### config.mk
export PLATFORM = sky130hd
export DESIGN_NAME = multi_channel_avg_filter
export DESIGN_NICKNAME = d
export VERILOG_FILES = /design/src/rtl/multi_channel_avg_filter.sv
export SDC_FILE = /design/constraint.sdc
export NUM_CORES = 1
export LEC_CHECK = 0
export CAP_MARGIN = 20
export CORE_AREA = 5 5 201 241
export CTS_CLUSTER_SIZE = 40
export DETAILED_ROUTE_END_ITERATION = 12
export DIE_AREA = 0 0 206 246
export PLACE_DENSITY_LB_ADDON = 0.08
export SETUP_SLACK_MARGIN = 0.02
export SYNTH_ARGS = -nofsm -noshare
export SYNTH_HDL_FRONTEND = slang
export SYNTH_SLANG_ARGS = --single-unit
### constraint.sdc
create_clock -name clk -period 7.7 [get_ports clk]
set_clock_uncertainty 0.05 [all_clocks]
set_input_delay 1.54 -clock clk [delete_from_list [all_inputs] [get_ports clk]]
set_output_delay 1.54 -clock clk [all_outputs]
set_load 0.02 [all_outputs]
### src/rtl/multi_channel_avg_filter.sv
// multi_channel_avg_filter: per-channel 2**LOG2_N-tap boxcar average with bypass, flush and fill status
//   clk       system clock
//   reset     asynchronous active-high reset
//   read      sample-available level; each 0->1 transition accepts one sample
//   data_in   packed signed samples, channel c at [c*DATA_W +: DATA_W]
//   bypass    1 = data_out carries the raw sample (filter state still updates)
//   clear     synchronous flush of all filter state
//   data_out  packed signed averaged/bypassed samples, registered
//   out_valid one-cycle pulse when data_out updates
//   filled    high once N samples have been accepted since reset/clear
module multi_channel_avg_filter #(
   parameter int DATA_W   = 24,
   parameter int LOG2_N   = 3,
   parameter int CHANNELS = 2
) (
   input  logic                         clk,
   input  logic                         reset,
   input  logic                         read,
   input  logic [CHANNELS*DATA_W-1:0]   data_in,
   input  logic                         bypass,
   input  logic                         clear,
   output logic [CHANNELS*DATA_W-1:0]   data_out,
   output logic                         out_valid,
   output logic                         filled
);
   localparam int N     = 2**LOG2_N;
   localparam int ACC_W = DATA_W + LOG2_N;
   localparam int BUS_W = CHANNELS*DATA_W;
   logic                     r_prev_read, r_s1_valid, r_byp;
   logic [BUS_W-1:0]         r_x, r_old;
   logic [BUS_W-1:0]         r_mem [N];
   logic [LOG2_N-1:0]        r_wr_ptr;
   logic [LOG2_N:0]          r_count;
   logic signed [ACC_W-1:0]  r_sum [CHANNELS];
   logic signed [ACC_W-1:0]  w_sum_nxt [CHANNELS];
   logic [BUS_W-1:0]         w_out;
   logic                     w_accept, w_full;
   assign w_accept = read & ~r_prev_read;
   assign w_full   = r_count == (LOG2_N+1)'(N);
   assign filled   = w_full;
   // Until the window is full the evicted entry is treated as zero, so stale
   // buffer contents never need clearing.
   always_comb begin
      w_out = '0;
      for (int c = 0; c < CHANNELS; c++) begin
         w_sum_nxt[c] = r_sum[c] + ACC_W'($signed(r_x[c*DATA_W +: DATA_W]))
                      - (w_full ? ACC_W'($signed(r_old[c*DATA_W +: DATA_W])) : '0);
         w_out[c*DATA_W +: DATA_W] = r_byp ? r_x[c*DATA_W +: DATA_W]
                                           : DATA_W'(w_sum_nxt[c] >>> LOG2_N);
      end
   end
   always_ff @(posedge clk or posedge reset) begin
      if (reset) begin
         r_prev_read <= 1'b0;
         r_s1_valid  <= 1'b0;
         r_byp       <= 1'b0;
         r_x         <= '0;
         r_wr_ptr    <= '0;
         r_count     <= '0;
         data_out    <= '0;
         out_valid   <= 1'b0;
         for (int c = 0; c < CHANNELS; c++) r_sum[c] <= '0;
      end else begin
         r_prev_read <= read;
         r_s1_valid  <= w_accept & ~clear;
         out_valid   <= r_s1_valid & ~clear;
         if (w_accept) begin
            r_x   <= data_in;
            r_byp <= bypass;
         end
         if (clear) begin
            r_wr_ptr <= '0;
            r_count  <= '0;
            data_out <= '0;
            for (int c = 0; c < CHANNELS; c++) r_sum[c] <= '0;
         end else if (r_s1_valid) begin
            r_wr_ptr <= r_wr_ptr + 1'b1;
            r_count  <= w_full ? r_count : r_count + 1'b1;
            data_out <= w_out;
            for (int c = 0; c < CHANNELS; c++) r_sum[c] <= w_sum_nxt[c];
         end
      end
   end
   // Oldest entry is read at the accept edge and overwritten one edge later;
   // the two-cycle accept spacing keeps the ports from colliding.
   always_ff @(posedge clk) begin
      if (w_accept) r_old <= r_mem[r_wr_ptr];
      if (r_s1_valid && !clear) r_mem[r_wr_ptr] <= r_x;
   end
endmodule

==> flow_metrics.tcl <==
set metrics [dict create \
    outcome "complete, no violations" \
    yosys_warnings 0 \
    gp_congestion 0.918 \
    coreArea_mm2 0.0457 \
    final_util_pct 68.2 \
    clkTransAtPathRegs_ns 0.06 \
    drc_errors 0 \
    antenna_cells 0 \
    htreeDepth 2 \
    clk_path_buf_depth 3 \
    cts-resized-gates 0 \
    rows 86 \
    synth_edf_count 432 \
    synth_area_leaders "edfxtp_1, dfrtp_1, mux4_2, fa_1, inv_1" \
    numPortBuffers 102 \
    drtIter0Drc 1228 \
    post_cts_buffers 0 \
    finalCritPeriodShare_pct 63.9 \
    critical-path-max-stage-delay_ns 0.59 \
    design_power_total_w 0.00848 \
    syn_inst 1974 \
    slew_viol_final 0 \
    startpoint_type "register" \
    hold_class "register to register" \
    die_w_um 206 \
    power_density_mw_per_mm2 272 \
    yosysUniqueCellTypes 77 \
    start_util_pct 60.3 \
    rsz0062_at_grt "false" \
    area_growth_pct 13.1 \
    fillCellCount 3247 \
    wl_met2_um 32900 \
    dp_slack_ns 2.81 \
    synthSimpleGateAreaFrac_pct 6.66 \
    multiInputGateArea_mm2 0.00939 \
    cts_sinks 593 \
    postLayoutSetupSlackWorst_ns 2.78 \
    grt_start_max_net_pins 146 \
    cp_max_fo 26 \
    synth_ff_type "edfxtp_1" \
    syn_nets 2138 \
    max_freq_ghz 0.203 \
    synth_top_family_by_area "multiplexers" \
    worst_pin_slew_ns 1.14 \
    synthMuxAreaShare_pct 11.7 \
    synthXorXnorAreaFrac_pct 1.49 \
    antenna_found_initial 0 \
    drive_above_1_share_pct 13.9 \
    first_global_vias 17100 \
    crit_buf_inv 3 \
    netlist.area_leader.share_pct 47.1 \
    nNetsFinal 2224 \
    cts_tree "done" \
    async_flop_share_pct 27.2 \
    drt-wirelength-per-cell_um 23.6 \
    numCtsBuffers 57 \
    grt_use_total_pct 25.9 \
    cts-root-buf "clkbuf_16" \
    dr.pass1.iters 7 \
    final-seq-area_mm2 0.0170 \
    crit_arrival_ns 5.37 \
    path_common_cell "ha_1" \
    yosysSeqAreaShare_pct 61.7 \
    grt_pass1_wl_um 99700 \
    leakage_nw 11.6 \
    worstPathRequired_ns 8.15 \
    routed.top_layer "met4" \
    synth_compound_area_share_pct 7.47 \
    met1_length_um 26000 \
    critPathTopFamily "compound AO/OA/AOI/OAI gates" \
    slew-limit-headroom_pct 23.6 \
    ant_nets 0 \
    die_h_um 246 \
    synth_area_per_cell_um2 14.0 \
    finalHoldViolCount 0 \
    ios 103 \
    synth_top_cell_by_area "edfxtp_1" \
    ys_ff_latch 593 \
    synthAdderAreaFrac_pct 6.45 \
    dp_hpwl_um 37900 \
    finalCriticalPeriod_ns 4.92 \
    setup_viol 0 \
    insertion_delay_ns 0.61 \
    finalSetupTns_ns 0 \
    fin_area_mm2 0.0312 \
    grt_overflow 0 \
    irDropWorstVdd_v 0.000203 \
    synth_area_mm2 0.0276 \
    avgViaCountPerCell 5.99 \
    drt_wl_total_um 64200 \
    maxCapViolCount 0 \
    holdBufCountCts 0 \
    dpl-instance-area_mm2 0.0292 \
    dieArea_mm2 0.0507 \
    wl_met3_um 3460 \
    path_cells "inv_1 > ha_1 > nand2_1 > nor2_4 > buf_4 > and2_1 > ha_1 > inv_1 > ha_1 > fa_1 > a211oi_1 > o21bai_1 > o21ai_1 > a211o_1 > o22ai_1 > mux2i_1 > o21ai_1 > a311oi_1" \
    crit_slowest_cell "nor2_4" \
    worstSetupPathType "register to register" \
    routed-via-count 16300 \
    endpoint_kind "register" \
]
==> cells in the final DEF, fill, tap and decap left out, types with 6 or more instances in the layout <==
cell	count
a211oi_1	27
a21o_1	34
a21oi_1	62
a311oi_1	21
and2_1	49
and3_1	7
buf_4	23
bufinv_16	7
clkbuf_1	15
clkbuf_16	59
clkdlybuf4s50_1	101
clkinv_2	11
dfrtp_1	156
edfxtp_1	432
fa_1	52
ha_1	59
inv_1	220
mux2_2	50
mux2i_1	50
mux4_2	96
nand2_1	133
nand2b_1	12
nand3_1	20
nand4_1	9
nor2_1	122
nor3_1	14
o21a_1	10
o21ai_0	77
o21ai_1	13
o21bai_1	7
or3_1	6
xnor2_1	30
xor2_1	17
==> metal layers <==
layer | up-vias | global-route usage [%]
li1 | 7283 | -
met1 | 8383 | 35.6
met2 | 548 | 44.6
met3 | 114 | 2.73
met4 | 0 | 7.26
met5 | - | 0
==> state kept, by name (all words and copies together) (netlist names) <==
register	count
r_x	48
r_byp	1
r_s1_valid	1
r_wr_ptr	3
r_old	48
out_valid	1
r_prev_read	1
r_count	4
r_mem	384
data_out	48
r_sum	54
==> power breakdown <==
| part | switching (W) | leakage, nW | internal (W) |
|---|---|---|---|
| Combinational | 0.00115 | 4.62 | 0.000748 |
| Clock | 0.00119 | 0.933 | 0.00167 |
| Sequential | 0.000132 | 6.05 | 0.00359 |
| Total | 0.00247 | 11.6 | 0.00601 |
==> cell usage after synthesis, drive strengths merged, types with 17 or more instances <==
| library cell | n |
|---|---|
| buf | 31 |
| mux2i | 50 |
| o21ai | 90 |
| edfxtp | 432 |
| mux2 | 51 |
| fa | 52 |
| nand2 | 133 |
| a311oi | 22 |
| nor3 | 19 |
| ha | 59 |
| clkbuf | 68 |
| nor2 | 127 |
| inv | 221 |
| a21o | 34 |
| a21oi | 64 |
| xnor2 | 30 |
| dfrtp | 161 |
| xor2 | 17 |
| nand3 | 20 |
| a211oi | 29 |
| mux4 | 96 |
| and2 | 49 |
==> kinds of logic after synthesis <==
group | count (synthesis)
and+or+nand+nor | 400
xor gates and xnor gates | 47
AOI/OAI and AO/OA | 305
adders and majority gates | 111
buffers and inverters | 321
muxes | 197
DFF | 593
==> stage by stage <==
step | cells | hold slack (ns)
after floorplan | 1974 | 0.436
after global placement | 2616 | 0.450
after detailed placement | 2616 | 0.459
after CTS | 2723 | 0.471
after global routing | 2724 | 0.490
final | 2724 | 0.467
==> area by class of cell <==
type	count	area share, %
flip-flops and latches	593	54.6
well taps	616	2.47
inverters	222	2.70
repair buffers	126	3.95
multi-input cells	1060	30.1
clock buffers	77	5.05
clock inverters	30	1.10
==> path summary, 6_finish.rpt <==
kind | startpoint | slack, ns | depth (start not counted) | endpoint
setup / recovery | r_count[0] | 2.78 | 18 | data_out[21]
hold / removal | data_out[47] | 0.47 | 2 | data_out[47]
setup reg to reg | r_count[0] | 2.78 | 18 | data_out[21]
hold reg to reg | data_out[47] | 0.47 | 2 | data_out[47]
max in group asynchronous | reset | 4.76 | 3 | r_byp
min in group asynchronous | reset | 1.46 | 2 | r_x[39]
==> tightest hold or removal path, cell delays in order, from the launching register on <==
cell and delay, ns:
dfrtp_1 0.36, a21oi_1 0.06, o21ai_0 0.06
Power figures use the tool's default switching activity.
==> edit 1, RTL diff (same flow settings) <==
The parameter `CHANNELS` goes from 2 to 1.
--- a/src/rtl/multi_channel_avg_filter.sv
+++ b/src/rtl/multi_channel_avg_filter.sv
@@ -12,5 +12,5 @@
    parameter int DATA_W   = 24,
    parameter int LOG2_N   = 3,
-   parameter int CHANNELS = 2
+   parameter int CHANNELS = 1
 ) (
    input  logic                         clk,
Ports: changed (resized data_in and data_out); port bits go from 103 to 55. No check against the original RTL was run, so the function may have changed too.
==> edit 1 against the original RTL <==
- sequential cell count is 291 lower
- sequential share of layout area decreased by 1.5 points
- sequential power is 49% lower
- power decreased by 48%
- synthesized area shrank 49%
- setup slack better by 0.58 ns
- cell area down 48%
- routed wire length shrank 46%
- critical endpoint is now data_out[17]
- highest routed layer unchanged
==> edit 1: results (changes against the original RTL) <==
synth:
  synth_edf_count: 216  # -50%
  synth.area.top_cells: "edfxtp_1 (47%), dfrtp_1 (15%), mux4_2 (7.8%)"
  synth_common_cells: "edfxtp_1 (216), inv_1 (110), dfrtp_1 (86), nand2_1 (79), nor2_1 (61)"
  async_flop_share: 0.285  # +0.0133
  syn_inst: 994  # -50%
  dominantRegCellSynth: "edfxtp_1"
  ys_ff_latch: 302  # -49%
  syn_area_per_cell_um2: 14.0  # +0.30%
  ys_types: 55  # -29%
  syn-num-nets: 1080  # -49%
  synth_warnings: 0  # unchanged
  ys_seq_area_frac: 0.621  # +0.00373
cells_and_area:
  fillers: 4395  # +35%
  utilization: 0.356  # -0.325
  clockNetworkAreaShare: 0.0638  # +0.00229
  reg_top3: "r_mem (192), r_sum (27)"
  layout.nonclk_buf_frac: 0.0424  # +0.00290
  antenna_cells: 1  # +1
  nNonClkInverters: 111  # -50%
  buffers: 72  # -43%
  multi_input_area_share: 0.290  # -0.0116
  clkbuf_count: 46  # -40%
  drive_gt1_frac: 0.152  # +0.0127
  multi_input_gates: 533  # -50%
  layout.cells.non_filler: 1695  # -38%
  seq-cell-share: 0.531  # -0.0151
  nNetsFinal: 1140  # -49%
critical_path:
  cpPeakStageDelay_ns: 0.48  # -0.11 ns
  rrSetupSlack_ns: 3.35  # +0.58 ns
  cp_data_arrival_time_ns: 4.72  # -0.65 ns
  r2r-end: "data_out[17]"
  worstSetupPathType: "reg2reg"
  crit_slowest_cell: "fa_1"
  worstPathMaxFanout: 21  # -19%
status:
  status: "completed"
detailed_routing:
  drtIter0Drc: 431  # -65%
  wl_per_cell_um: 20.6  # -13%
  vias_per_cell: 4.62  # -23%
  dr.pass1.iters: 4  # -3
sta:
  worst_pin_slew_ns: 0.854  # -0.289 ns
  hold_ws_ns: 0.471  # +0.00434 ns
  period_share: 0.564  # -0.0747
global_route:
  grt_pass1_wl_um: 53600  # -46%
  globalRouteTotalUtil: 0.140  # -0.119
  grt_pass1_vias: 8461  # -50%
  grt_max_degree: 61  # -58%
  antenna_found_initial: 0  # unchanged
clock_tree:
  cts_buffers: 34  # -40%
  clk_latency_ns: 0.52  # -0.09 ns
  post-cts-setup-buffers: 0  # unchanged
place:
  dpl_cell_area_um2: 15200  # -48%
  place_inst: 1634  # -38%
  place_hpwl_um: 22700  # -40%
  place_ws_ns: 3.26  # +0.445 ns
  routabilityCongestion: 0.792  # -14%
  numPortBuffers: 54  # -47%
pwr:
  ir_drop_mv: 0.117  # -42%
  p_leak_nw: 5.99  # -48%
min_path:
  hold_end: "r_sum[11]"
  hold_start: "r_sum[11]"
[edit 1: logic make-up after synthesis]
family,synth area share
adder cells (fa/ha/maj),0.0653
XOR/XNOR,0.0201
buffers and inverters,0.0435
flip-flops,0.621
AND/OR/NAND/NOR,0.0670
multiplexers,0.117
AO/OA/AOI/OAI,0.0671
[edit 1: layer usage]
metal	routed length [um]	up-vias	GRT usage	part of all wire
met4	810	0	0.0370	0.023
li1	-	3677	-	-
met2	17100	123	0.237	0.49
met1	15700	3978	0.188	0.45
met5	0	-	0	0
met3	1230	49	0.0209	0.035
[edit 1: report_power, final]
| part | internal [mW] | switching (mW) | total (mW) |
|---|---|---|---|
| clock network | 0.867 | 0.663 | 1.53 |
| registers | 1.83 | 0.0828 | 1.91 |
| logic | 0.376 | 0.591 | 0.967 |
| total | 3.07 | 1.34 | 4.41 |
==> edit 2, RTL diff (same flow settings) <==
Without the edit above. Compare `r_count` against `(LOG2_N+1)'(N)` with >= in place of ==.
--- a/src/rtl/multi_channel_avg_filter.sv
+++ b/src/rtl/multi_channel_avg_filter.sv
@@ -37,5 +37,5 @@
    logic                     w_accept, w_full;
    assign w_accept = read & ~r_prev_read;
-   assign w_full   = r_count == (LOG2_N+1)'(N);
+   assign w_full   = r_count >= (LOG2_N+1)'(N);
    assign filled   = w_full;
    // Until the window is full the evicted entry is treated as zero, so stale
Behaviour: no difference found for any inputs over 4 cycles, from zero or initial values and one cycle with reset high; that may be too few to reach the edited logic, so the function may still have changed.
==> edit 2 against the original RTL <==
- setup slack improved by 0.43 ns
- global-route usage fell by 0.84 points
- largest power group unchanged
- power rose by 1.0%
- routed wire length fell by 4.1%
- synthesized area fell by 0.32%
- sequential cell count did not move
- synthesized cell count fell by 1.6%
- cell area rose by 0.19%
- sequential share of layout area fell by 0.091 points
==> edit 2: results (changes against the original RTL) <==
pwr:
  power_mw: 8.57  # +1.0%
  pwr-share-comb: 0.217  # -0.007
  seq_power_share: 0.437  # -0.002
  switching_share: 0.289  # -0.00299
  ir_drop_mv: 0.244  # +20%
synth:
  synth_common_cells: "edfxtp_1 (432), inv_1 (220), dfrtp_1 (161), nor2_1 (121), nand2_1 (105)"
  synthAdderAreaFrac: 0.0648  # +0.000206
  ys_seq_area_frac: 0.619  # +0.00197
detailed_routing:
  dr.pass1.iters: 5  # -2
  num_vias: 15900  # -2.8%
  drtIter0Drc: 1083  # -12%
status:
  status: "completed"
critical_path:
  crit_path_start: "clear"
  cp_data_arrival_time_ns: 4.70  # -0.67 ns
  crit_end: "r_mem[3][13]"
  timing.rr.start: "r_count[3]"
min_path:
  hold_end: "r_sum[9]"
  hold_start: "r_sum[9]"
global_route:
  grt_pass1_vias: 17000  # -0.53%
  use_met1: 0.343  # -0.0132
  grt_max_degree: 145  # -0.68%
place:
  dpl_cell_area_um2: 29200  # -0.13%
  place_ws_ns: 2.58  # -0.229 ns
  place_hpwl_um: 37600  # -0.77%
  place_inst: 2588  # -1.1%
sta:
  worst_pin_slew_ns: 1.07  # -0.0738 ns
  finalCriticalPeriod_ns: 4.49  # -0.433 ns
  hold_ws_ns: 0.472  # +0.00532 ns
cells_and_area:
  drive_gt1_frac: 0.143  # +0.00332
==> edit 2: cell types whose count changed in the layout (fill, tap and decap cells not counted), moves of 11 or more <==
cell / delta
a21oi_1: -11
a211oi_1: +14
nand2_1: -28
a311oi_1: -16
mux2i_1: +14
a21o_1: -13
==> edit 2: routing by layer <==
layer  part of all wire  vias to the layer above
met5                  0                        -
met1               0.42                     8126
met2               0.51                      425
met4              0.022                        0
li1                   -                     7224
met3              0.048                      100
==> edit 2: worst max-delay path: stages <==
cell,delay [ns]
buf_4,0.24
inv_1,0.42
nand2_1,0.45
inv_1,0.31
nand2_1,0.26
nor2_4,0.89
buf_4,0.53
==> edit 2: cell type report <==
cell class                      count  area (um2)  share of cell area
Sequential cell                   593       17000               0.545
Inverter                          220         833              0.0267
Timing Repair Buffer              129        1260              0.0404
Multi-Input combinational cell   1032        9340               0.299
Clock inverter                     35         450              0.0144
Clock buffer                       71        1550              0.0496
Tap cell                          616         771              0.0247
